## config.mk

```make
export PLATFORM = sky130hd
export DESIGN_NAME = fp_add_preparer_pipe
export DESIGN_NICKNAME = d
export VERILOG_FILES = /design/src/rtl/fp_add_preparer_pipe.sv
export SDC_FILE = /design/constraint.sdc
export NUM_CORES = 1
export LEC_CHECK = 0
export CORE_UTILIZATION = 45
export DETAILED_ROUTE_END_ITERATION = 12
export PLACE_DENSITY = 0.66
export SLEW_MARGIN = 25
export SYNTH_ARGS = -nofsm -noshare
export SYNTH_HDL_FRONTEND = slang
export SYNTH_SLANG_ARGS = --single-unit
```

## constraint.sdc

```tcl
create_clock -name clk -period 7.4 [get_ports clk]
set_input_delay 1.48 -clock clk [delete_from_list [all_inputs] [get_ports clk]]
set_output_delay 1.48 -clock clk [all_outputs]
set_load 0.03 [all_outputs]
```

## src/rtl/fp_add_preparer_pipe.sv

```systemverilog
// fp_add_preparer_pipe
// First stage of the FP adder. Two-stage pipeline with valid/ready on both sides:
//   S1 decodes both operands (NaN/inf/denorm), picks the larger exponent, and
//      registers the exponent difference, the compare flags and the result sign.
//   S2 places both significands, right-aligns the smaller one, converts negative
//      operands to two's complement and registers the final outputs.
// Optional feature: define FP_PREP_STICKY_EN to OR the bits lost during alignment
// into bit 0 of the shifted mantissa (clamped shifts give 1 for a nonzero significand).
module fp_add_preparer_pipe #(
    parameter int  EXP_W  = 8,
    parameter int  FRAC_W = 23,
    localparam int OP_W   = 1 + EXP_W + FRAC_W,
    localparam int MANT_W = 2 * FRAC_W + 4
) (
    input  logic              clk,
    input  logic              rst_n,
    input  logic              in_valid,
    output logic              in_ready,
    input  logic [OP_W-1:0]   op_1,
    input  logic [OP_W-1:0]   op_2,
    output logic              out_valid,
    input  logic              out_ready,
    output logic              NaN_res,
    output logic              inf_res,
    output logic              res_sig,
    output logic              legal,
    output logic [EXP_W-1:0]  exp_max,
    output logic [MANT_W-1:0] mant_op_1,
    output logic [MANT_W-1:0] mant_op_2
);

    localparam int SIG_W = FRAC_W + 1;

    // Operand decode, index 0 = op_1, index 1 = op_2
    logic [1:0][OP_W-1:0]   op;
    logic [1:0]             dec_sign, dec_nan, dec_inf, dec_den;
    logic [1:0][EXP_W-1:0]  dec_exp, dec_ee;
    logic [1:0][FRAC_W-1:0] dec_frac;
    logic                   c_gr_1, c_gr_2, c_nan, c_inf, c_mag_1_gt, c_mag_2_gt;

    // Stage 1 state
    logic                   s1_valid_q, s1_valid_d;
    logic [EXP_W-1:0]       s1_exp_max_q, s1_exp_max_d;
    logic [EXP_W-1:0]       s1_del_q, s1_del_d;
    logic                   s1_gr_1_q, s1_gr_1_d, s1_gr_2_q, s1_gr_2_d, s1_eq_q, s1_eq_d;
    logic                   s1_nan_q, s1_nan_d, s1_inf_q, s1_inf_d;
    logic                   s1_res_sig_q, s1_res_sig_d;
    logic [1:0]             s1_sign_q, s1_sign_d;
    logic [1:0][SIG_W-1:0]  s1_sig_q, s1_sig_d;

    // Stage 2 (output) state
    logic                   out_valid_q, out_valid_d;
    logic                   nan_res_q, nan_res_d, inf_res_q, inf_res_d;
    logic                   res_sig_q, res_sig_d, legal_q, legal_d;
    logic [EXP_W-1:0]       exp_max_q, exp_max_d;
    logic [MANT_W-1:0]      mant_op_1_q, mant_op_1_d, mant_op_2_q, mant_op_2_d;

    logic                   s1_en, s2_en;
    logic [1:0][MANT_W-1:0] mant_al;

    assign op = {op_2, op_1};

    genvar gi;
    generate
        for (gi = 0; gi < 2; gi++) begin : g_decode
            assign dec_sign[gi] = op[gi][OP_W-1];
            assign dec_exp[gi]  = op[gi][OP_W-2 -: EXP_W];
            assign dec_frac[gi] = op[gi][FRAC_W-1:0];
            assign dec_nan[gi]  = (&dec_exp[gi]) & (|dec_frac[gi]);
            assign dec_inf[gi]  = (&dec_exp[gi]) & ~(|dec_frac[gi]);
            assign dec_den[gi]  = ~(|dec_exp[gi]);
            // Denormals behave as exponent 1 with no hidden bit
            assign dec_ee[gi]   = dec_den[gi] ? EXP_W'(1) : dec_exp[gi];
        end
    endgenerate

    assign c_gr_1     = dec_ee[0] > dec_ee[1];
    assign c_gr_2     = dec_ee[1] > dec_ee[0];
    assign c_nan      = (|dec_nan) | ((&dec_inf) & (dec_sign[0] ^ dec_sign[1]));
    assign c_inf      = ~c_nan & (|dec_inf);
    assign c_mag_1_gt = {dec_ee[0], dec_frac[0]} > {dec_ee[1], dec_frac[1]};
    assign c_mag_2_gt = {dec_ee[1], dec_frac[1]} > {dec_ee[0], dec_frac[0]};

    // Backpressure: a stage advances when the stage after it can take its contents
    assign s2_en    = ~out_valid_q | out_ready;
    assign s1_en    = ~s1_valid_q | s2_en;
    assign in_ready = s1_en;

    // Stage 1 next state: decode, exponent compare and result sign
    always_comb begin
        s1_valid_d   = s1_valid_q;
        s1_exp_max_d = s1_exp_max_q;
        s1_del_d     = s1_del_q;
        s1_gr_1_d    = s1_gr_1_q;
        s1_gr_2_d    = s1_gr_2_q;
        s1_eq_d      = s1_eq_q;
        s1_nan_d     = s1_nan_q;
        s1_inf_d     = s1_inf_q;
        s1_res_sig_d = s1_res_sig_q;
        s1_sign_d    = s1_sign_q;
        s1_sig_d     = s1_sig_q;
        if (s1_en) begin
            s1_valid_d   = in_valid;
            s1_exp_max_d = (dec_exp[0] > dec_exp[1]) ? dec_exp[0] : dec_exp[1];
            s1_del_d     = c_gr_1 ? (dec_ee[0] - dec_ee[1]) : (dec_ee[1] - dec_ee[0]);
            s1_gr_1_d    = c_gr_1;
            s1_gr_2_d    = c_gr_2;
            s1_eq_d      = ~c_gr_1 & ~c_gr_2;
            s1_nan_d     = c_nan;
            s1_inf_d     = c_inf;
            s1_sign_d    = dec_sign;
            s1_sig_d[0]  = {~dec_den[0], dec_frac[0]};
            s1_sig_d[1]  = {~dec_den[1], dec_frac[1]};
            if (c_nan) begin
                s1_res_sig_d = 1'b0;
            end else if (c_inf) begin
                s1_res_sig_d = dec_inf[0] ? dec_sign[0] : dec_sign[1];
            end else if (c_mag_1_gt) begin
                s1_res_sig_d = dec_sign[0];
            end else if (c_mag_2_gt) begin
                s1_res_sig_d = dec_sign[1];
            end else begin
                // Exact tie: opposite signs cancel to +0, equal signs keep the sign
                s1_res_sig_d = dec_sign[0] & dec_sign[1];
            end
        end
    end

    generate
        for (gi = 0; gi < 2; gi++) begin : g_align
            logic [MANT_W-1:0] placed, shifted, aligned;
            logic [EXP_W-1:0]  shamt;
            logic              shift_en, clamp;

            // Significand sits below the sign and carry headroom bits
            assign placed   = {2'b00, s1_sig_q[gi], {SIG_W{1'b0}}};
            // Only the operand with the smaller effective exponent shifts
            assign shift_en = ~s1_eq_q & ((gi == 0) ? s1_gr_2_q : s1_gr_1_q);
            assign shamt    = shift_en ? s1_del_q : '0;
            assign clamp    = 32'(shamt) >= 32'(MANT_W - 2);
            assign shifted  = clamp ? '0 : (placed >> shamt);
`ifdef FP_PREP_STICKY_EN
            logic lost;
            assign lost     = clamp ? (|placed)
                                    : (|(placed & ~({MANT_W{1'b1}} << shamt)));
            assign aligned  = {shifted[MANT_W-1:1], shifted[0] | lost};
`else
            assign aligned  = shifted;
`endif
            assign mant_al[gi] = (s1_nan_q | s1_inf_q) ? '0 :
                                 s1_sign_q[gi] ? (~aligned + MANT_W'(1)) : aligned;
        end
    endgenerate

    // Stage 2 next state: capture aligned mantissas and special-case flags
    always_comb begin
        out_valid_d = out_valid_q;
        nan_res_d   = nan_res_q;
        inf_res_d   = inf_res_q;
        res_sig_d   = res_sig_q;
        legal_d     = legal_q;
        exp_max_d   = exp_max_q;
        mant_op_1_d = mant_op_1_q;
        mant_op_2_d = mant_op_2_q;
        if (s2_en) begin
            out_valid_d = s1_valid_q;
            nan_res_d   = s1_nan_q;
            inf_res_d   = s1_inf_q;
            res_sig_d   = s1_res_sig_q;
            legal_d     = ~s1_nan_q & ~s1_inf_q;
            exp_max_d   = s1_exp_max_q;
            mant_op_1_d = mant_al[0];
            mant_op_2_d = mant_al[1];
        end
    end

    // Pipeline registers; reset discards anything in flight
    always_ff @(posedge clk or negedge rst_n) begin
        if (!rst_n) begin
            s1_valid_q   <= 1'b0;
            s1_exp_max_q <= '0;
            s1_del_q     <= '0;
            s1_gr_1_q    <= 1'b0;
            s1_gr_2_q    <= 1'b0;
            s1_eq_q      <= 1'b0;
            s1_nan_q     <= 1'b0;
            s1_inf_q     <= 1'b0;
            s1_res_sig_q <= 1'b0;
            s1_sign_q    <= '0;
            s1_sig_q     <= '0;
            out_valid_q  <= 1'b0;
            nan_res_q    <= 1'b0;
            inf_res_q    <= 1'b0;
            res_sig_q    <= 1'b0;
            legal_q      <= 1'b0;
            exp_max_q    <= '0;
            mant_op_1_q  <= '0;
            mant_op_2_q  <= '0;
        end else begin
            s1_valid_q   <= s1_valid_d;
            s1_exp_max_q <= s1_exp_max_d;
            s1_del_q     <= s1_del_d;
            s1_gr_1_q    <= s1_gr_1_d;
            s1_gr_2_q    <= s1_gr_2_d;
            s1_eq_q      <= s1_eq_d;
            s1_nan_q     <= s1_nan_d;
            s1_inf_q     <= s1_inf_d;
            s1_res_sig_q <= s1_res_sig_d;
            s1_sign_q    <= s1_sign_d;
            s1_sig_q     <= s1_sig_d;
            out_valid_q  <= out_valid_d;
            nan_res_q    <= nan_res_d;
            inf_res_q    <= inf_res_d;
            res_sig_q    <= res_sig_d;
            legal_q      <= legal_d;
            exp_max_q    <= exp_max_d;
            mant_op_1_q  <= mant_op_1_d;
            mant_op_2_q  <= mant_op_2_d;
        end
    end

    assign out_valid = out_valid_q;
    assign NaN_res   = nan_res_q;
    assign inf_res   = inf_res_q;
    assign res_sig   = res_sig_q;
    assign legal     = legal_q;
    assign exp_max   = exp_max_q;
    assign mant_op_1 = mant_op_1_q;
    assign mant_op_2 = mant_op_2_q;

endmodule

```

# After elaboration in Yosys (flattened, before gate mapping)
# Index checks and enable logic that the tools add are counted.
# word_totals
reg_bits,186
input_bits,68
out_inout_bits,114
elab_cells,87
# op_classes
n_addsub,4
order_cmp,7
shift,2
n_mux,17
n_bitwise,28
reduce_logical,9
# ops
op,n
2-to-1 mux 50 bit,6
"adder 50 x 1 -> 50 bit, second input constant",2
inverter 50 bit,2
right shift 48 x 8 -> 50 bit,2
greater-than comparator 31 bit,2
2-to-1 mux 8 bit,6
OR reduction 23 bit,2
greater-than comparator 8 bit,3
"greater-or-equal comparator 8 x 6 -> 1 bit, second input constant",2
AND reduction 8 bit,2
OR reduction 8 bit,2
subtractor 8 bit,2
AND 1 bit,11
inverter 1 bit,10
2-to-1 mux 1 bit,5
bitwise OR 1 bit,4
OR reduction 2 bit,2
AND reduction 2 bit,1
XOR 1 bit,1

# Longest topological paths before layout
# logic_depth
word_depth,10
ltp_mapped,18
ltp_nobuf,17

# Least setup slack after synthesis
# OpenSTA, ideal clock, no wires.
# synth_path
kind,input-to-reg
from,in op_2[23]
to,reg s1_del_q[5]
setup_time_ns,0.154
t_arrival_ns,4.523
required_time_ns,7.246
slack_ns,2.723
stages,13
n_path_buf,1
path_cell_list,nor4_1 > a21o_1 > ha_1 > fa_1 > nor2_1 > o21ai_0 > a21oi_1 > o31ai_1 > clkbuf_1 > mux2_2 > a211oi_1 > xor2_1 > a21oi_1
# synth_between
elab_chain_len,4
word_cells_on_any_way,6
classes_between,add/sub (2); order compare (1); mux (2); reduce/logical (1)
# synth_lines
item,line_no,source
start: declaration,20,"input logic [OP_W-1:0] op_2,"
OR reduction 8 bit,71,assign dec_den[gi] = ~(|dec_exp[gi]);
2-to-1 mux 8 bit (*),73,assign dec_ee[gi] = dec_den[gi] ? EXP_W'(1) : dec_exp[gi];
subtractor 8 bit or greater-than comparator 8 bit (tied branches),"105, 77",
2-to-1 mux 8 bit (*),105,s1_del_d = c_gr_1 ? (dec_ee[0] - dec_ee[1]) : (dec_ee[1] - dec_ee[0]);
end signal: assignment,202,s1_del_q <= s1_del_d;
end: declaration,44,"logic [EXP_W-1:0] s1_del_q, s1_del_d;"
# Mark *: on every way between the ends. The rest lies on a longest branch, timed or not.
# A chain may end at the register's enable or synchronous reset.

# Worst setup path after layout
# layout_path
from,reg s1_eq_q
to,"reg mant_op_2_q[34], in the netlist mant_op_2[34]"
# layout_between
elab_chain_len,9
word_cells_on_any_way,10
classes_between,add/sub (1); order compare (1); shift (1); mux (4); bitwise (3)
# layout_lines
item,line_no,source
start: declaration,45,"logic s1_gr_1_q, s1_gr_1_d, s1_gr_2_q, s1_gr_2_d, s1_eq_q, s1_eq_d;"
start signal: assignment,205,s1_eq_q <= s1_eq_d;
inverter 1 bit (*),138,assign shift_en = ~s1_eq_q & ((gi == 0) ? s1_gr_2_q : s1_gr_1_q);
AND 1 bit (*),138,
2-to-1 mux 8 bit (*),139,assign shamt = shift_en ? s1_del_q : '0;
right shift 48 x 8 -> 50 bit or greater-or-equal comparator 8 x 6 -> 1 bit (tied branches),"141, 140",
2-to-1 mux 50 bit (*),141,assign shifted = clamp ? '0 : (placed >> shamt);
inverter 50 bit,151,s1_sign_q[gi] ? (~aligned + MANT_W'(1)) : aligned;
adder 50 x 1 -> 50 bit,151,
2-to-1 mux 50 bit (*),151,
2-to-1 mux 50 bit (*),150,assign mant_al[gi] = (s1_nan_q | s1_inf_q) ? '0 :
end signal: assignment,218,mant_op_2_q <= mant_op_2_d;
end: declaration,56,"logic [MANT_W-1:0] mant_op_1_q, mant_op_1_d, mant_op_2_q, mant_op_2_d;"
# Marks and branches as above.

==> flow_metrics.py <==
metrics = {
    "status": {
        "status": "finished clean",
    },
    "synthesis": {
        "yosysSeqAreaShare_pct": 29.3,
        "synth-main-ff-cell": "dfrtp_1",
        "ys_warn_count": 0,
        "ys_ff_latch": 186,
        "synth_cell_type_count": 87,
        "async_flop_share_pct": 100,
        "syn_inst": 2116,
        "synth_edf_count": 0,
        "synth_area_sq_um": 15900,
        "synth_nets": 2236,
        "syn_avg_cell_area_sq_um": 7.52,
    },
    "critical_path": {
        "regToRegSetupSlack_ps": 1950,
        "rr_worst_depth": 17,
        "reg2reg_to": "mant_op_2[34]$_DFFE_PN0P_",
        "worst_ep_required_time_ps": 7740,
        "slowest_delay_ps": 650,
        "cp_max_fo": 24,
        "crit_slowest_cell": "dfrtp_1",
        "cp_cell_sequence": "nor2b_1 > buf_4 > o21ai_1 > buf_4 > a22o_1 > o21ai_0 > o21ai_0 > o21ai_0 > o32ai_1 > a21oi_1 > ha_1 > o2111ai_1 > nor4_2 > nand3_1 > o31ai_1 > xnor2_1 > o21ai_1",
        "cp_common_cell": "o21ai_0",
        "worst_setup_path_end_kind": "flip-flop",
        "critPathLaunch": "s1_eq_q$_DFFE_PN0P_",
        "critPathKind": "reg -> reg",
        "r2r_start": "s1_eq_q$_DFFE_PN0P_",
        "worstPathArrival_ps": 5790,
        "critPathLaunchType": "flip-flop",
    },
    "pwr": {
        "power-per-cell-area_nw_per_um2": 311,
        "p_leak_nw": 7.65,
        "switching_share_pct": 49.3,
        "pwr-share-comb_pct": 57.8,
        "p_int_mw": 2.93,
        "vdd_ir_drop_max_uv": 249,
        "p_switching_mw": 2.85,
        "p_seq_share_pct": 25.7,
        "total_power_mw": 5.77,
        "p_clk_share_pct": 16.5,
    },
    "clocking": {
        "htree_num_levels": 4,
        "clkTransAtPathRegs_ps": 80,
        "cts-root-buf": "clkbuf_16",
        "cts.sinks": 186,
        "clk_latency_ps": 480,
        "hold_buffers": 0,
        "postCtsSetupBuffers": 0,
        "cts_tree": "done",
        "ctsResizeCount": 0,
        "numCtsBuffers": 17,
        "clockBufferDepth": 2,
    },
    "timing": {
        "slew_viol_final": 0,
        "hold_viol_final": 0,
        "worstMarginPinSlew_ps": 978,
        "setup_viol_count_final": 0,
        "fin_skew_ps": 20.8,
        "max_freq_mhz": 183,
        "rsz0062_at_grt": "false",
        "period_needed_ps": 5450,
        "finalCritPeriodShare_pct": 73.7,
        "slew_headroom_pct": 34.7,
        "tns_ps": 0,
    },
    "placement": {
        "detailed_place_hpwl_microns": 48300,
        "dp.cells": 2645,
        "port-buffer-count": 181,
        "routabilityCongestion": 1.03,
    },
    "global_routing": {
        "grt_remaining_overflow": 0,
        "gr-usage-all-layers_pct": 35.1,
        "grt_pass1_wl_microns": 96700,
        "antenna_found_initial": 0,
        "grt_pass1_vias": 15800,
        "grt_start_max_net_pins": 105,
    },
    "routing": {
        "wirelength_microns": 62600,
        "drt_pass1_iterations": 8,
        "routedWlPerCell_microns": 23.4,
        "drc_errors": 0,
        "viasPerCell": 6.44,
        "drt_iter0_markers": 2130,
        "num_vias": 17200,
        "final_antenna_net_count": 0,
    },
    "worst_hold_path": {
        "min_path_cells": 2,
        "hold_end": "s1_exp_max_q[6]$_DFFE_PN0P_",
        "min_from": "s1_exp_max_q[6]$_DFFE_PN0P_",
        "hold_class": "reg -> reg",
    },
    "floorplan": {
        "initial_core_util_pct": 45.9,
        "rows": 68,
        "die_area_sq_um": 36100,
        "coreArea_sq_um": 34600,
        "die_x_microns": 190,
        "die_h_microns": 190,
        "io_pins": 182,
    },
    "flow_run": {
        "cap_violations": 0,
    },
    "final_layout": {
        "area_growth_pct": 16.9,
        "num_antenna_cells": 0,
        "nets": 2329,
        "final_cell_mix": "390 x nand2_1, 243 x o21ai_0, 186 x dfrtp_1, 180 x clkdlybuf4s50_1, 146 x nor2_1",
        "fillers": 3387,
        "drive_above_1_share_pct": 7.16,
        "fin_cells": 2677,
        "layout_commonest_cell": "nand2_1",
        "final_util_pct": 53.7,
    },
}
==> sequential cells by signal (all words and copies together) (netlist names) <==
register / flops
legal: 1
NaN_res: 1
s1_res_sig_q: 1
s1_gr_2_q: 1
out_valid: 1
s1_nan_q: 1
s1_valid_q: 1
mant_op_1: 50
g_align.placed: 48
exp_max: 8
res_sig: 1
s1_sign_q: 2
s1_exp_max_q: 8
s1_gr_1_q: 1
s1_inf_q: 1
s1_eq_q: 1
s1_del_q: 8
mant_op_2: 50
inf_res: 1
==> synth_stat cells (6+ instances only) <==
| library cell | n | area (sq um) |
|---|---|---|
| nand2_1 | 390 | 1460 |
| nor2_1 | 148 | 556 |
| o22ai_1 | 18 | 113 |
| a221o_1 | 9 | 90.1 |
| and3_1 | 7 | 43.8 |
| a22o_1 | 19 | 166 |
| nand4_1 | 28 | 175 |
| o41ai_1 | 9 | 78.8 |
| and2_1 | 17 | 106 |
| or3_1 | 9 | 56.3 |
| a32oi_1 | 10 | 87.6 |
| a211oi_1 | 22 | 165 |
| buf_2 | 36 | 180 |
| inv_1 | 67 | 251 |
| xnor2_1 | 62 | 543 |
| nand3_1 | 90 | 450 |
| buf_1 | 8 | 30.0 |
| nor3_1 | 35 | 175 |
| or2_2 | 11 | 68.8 |
| o21a_1 | 10 | 75.1 |
| nor4_1 | 25 | 156 |
| mux2_2 | 19 | 214 |
| a31oi_1 | 30 | 188 |
| a21oi_1 | 125 | 626 |
| mux4_2 | 15 | 338 |
| clkbuf_1 | 95 | 357 |
| dfrtp_1 | 186 | 4650 |
| nor2b_1 | 17 | 106 |
| nand3b_1 | 6 | 45.0 |
| a21o_1 | 21 | 158 |
| xor2_1 | 27 | 236 |
| o21ai_0 | 243 | 1220 |
| buf_4 | 8 | 60.1 |
| o211ai_1 | 20 | 150 |
| a22oi_1 | 29 | 218 |
| o21ai_1 | 21 | 105 |
| ha_1 | 50 | 626 |
| nand4b_1 | 8 | 70.1 |
| mux2i_1 | 10 | 100 |
| a221oi_1 | 12 | 105 |
| o31ai_1 | 26 | 195 |
| o221ai_1 | 7 | 61.3 |
| nand2b_1 | 19 | 119 |
==> power groups by stage <==
| stage | registers (mW) | clock network, mW | logic (mW) |
|---|---|---|---|
| 6_report | 1.48 | 0.955 | 3.34 |
| 4_1_cts | 1.48 | 0.970 | 3.27 |
| 3_5_place_dp | 1.50 | 0 | 3.26 |
| 5_1_grt | 1.51 | 1.01 | 3.56 |
| 2_1_floorplan | 1.84 | 0 | 1.68 |
| 3_3_place_gp | 1.49 | 0 | 3.25 |
==> final cells by class <==
cell class | count | area (sq um) | share of cell area, %
Timing Repair Buffer | 226 | 2150 | 11.6
Tap cell | 455 | 569 | 3.06
Inverter | 69 | 259 | 1.39
Clock inverter | 13 | 156 | 0.841
Sequential cell | 186 | 4650 | 25.0
Clock buffer | 19 | 433 | 2.33
Multi-Input combinational cell | 1709 | 10400 | 55.8
==> worst max path at each step <==
stage,to,slack [ps]
2_1_floorplan,s1_del_q[5]$_DFFE_PN0P_,2720
3_3_place_gp,s1_del_q[5]$_DFFE_PN0P_,2020
3_5_place_dp,s1_del_q[5]$_DFFE_PN0P_,1910
4_1_cts,mant_op_2[34]$_DFFE_PN0P_,2060
5_1_grt,mant_op_2[34]$_DFFE_PN0P_,1590
6_report,mant_op_2[34]$_DFFE_PN0P_,1950
==> worst max-delay path: cells and delay by family, from the launching register on <==
kind	cells	cell delay (ps)
flip-flops	1	650
adder cells (fa/ha/maj)	1	220
buffers and inverters	2	500
XOR/XNOR	1	160
AO/OA/AOI/OAI	10	2560
AND/OR/NAND/NOR	3	1200
==> cells by family after synthesis <==
kind of cell	share of synthesized area [%]
multiplexers	4.10
AND/OR/NAND/NOR	24.5
XOR/XNOR	4.90
AO/OA/AOI/OAI	27.1
buffers and inverters	5.92
adder cells (fa/ha/maj)	4.19
flip-flops	29.3
==> metal layers <==
layer,vias up,wire length (microns),global-route usage [%]
met5,-,0,0
met4,0,2130,12.2
met3,155,6260,7.99
met2,1007,26200,50.6
met1,8204,28000,51.0
li1,7866,-,-
==> through the flow <==
stage | worst slack, ps | hold WS, ps | area [sq um]
after floorplan | 2720 | 430 | 15900
after global placement | 2020 | 459 | 18000
after detailed placement | 1910 | 469 | 18000
after CTS | 2060 | 486 | 18600
after global routing | 1590 | 502 | 18600
final | 1950 | 476 | 18600
(Power assumes the default switching activity.)
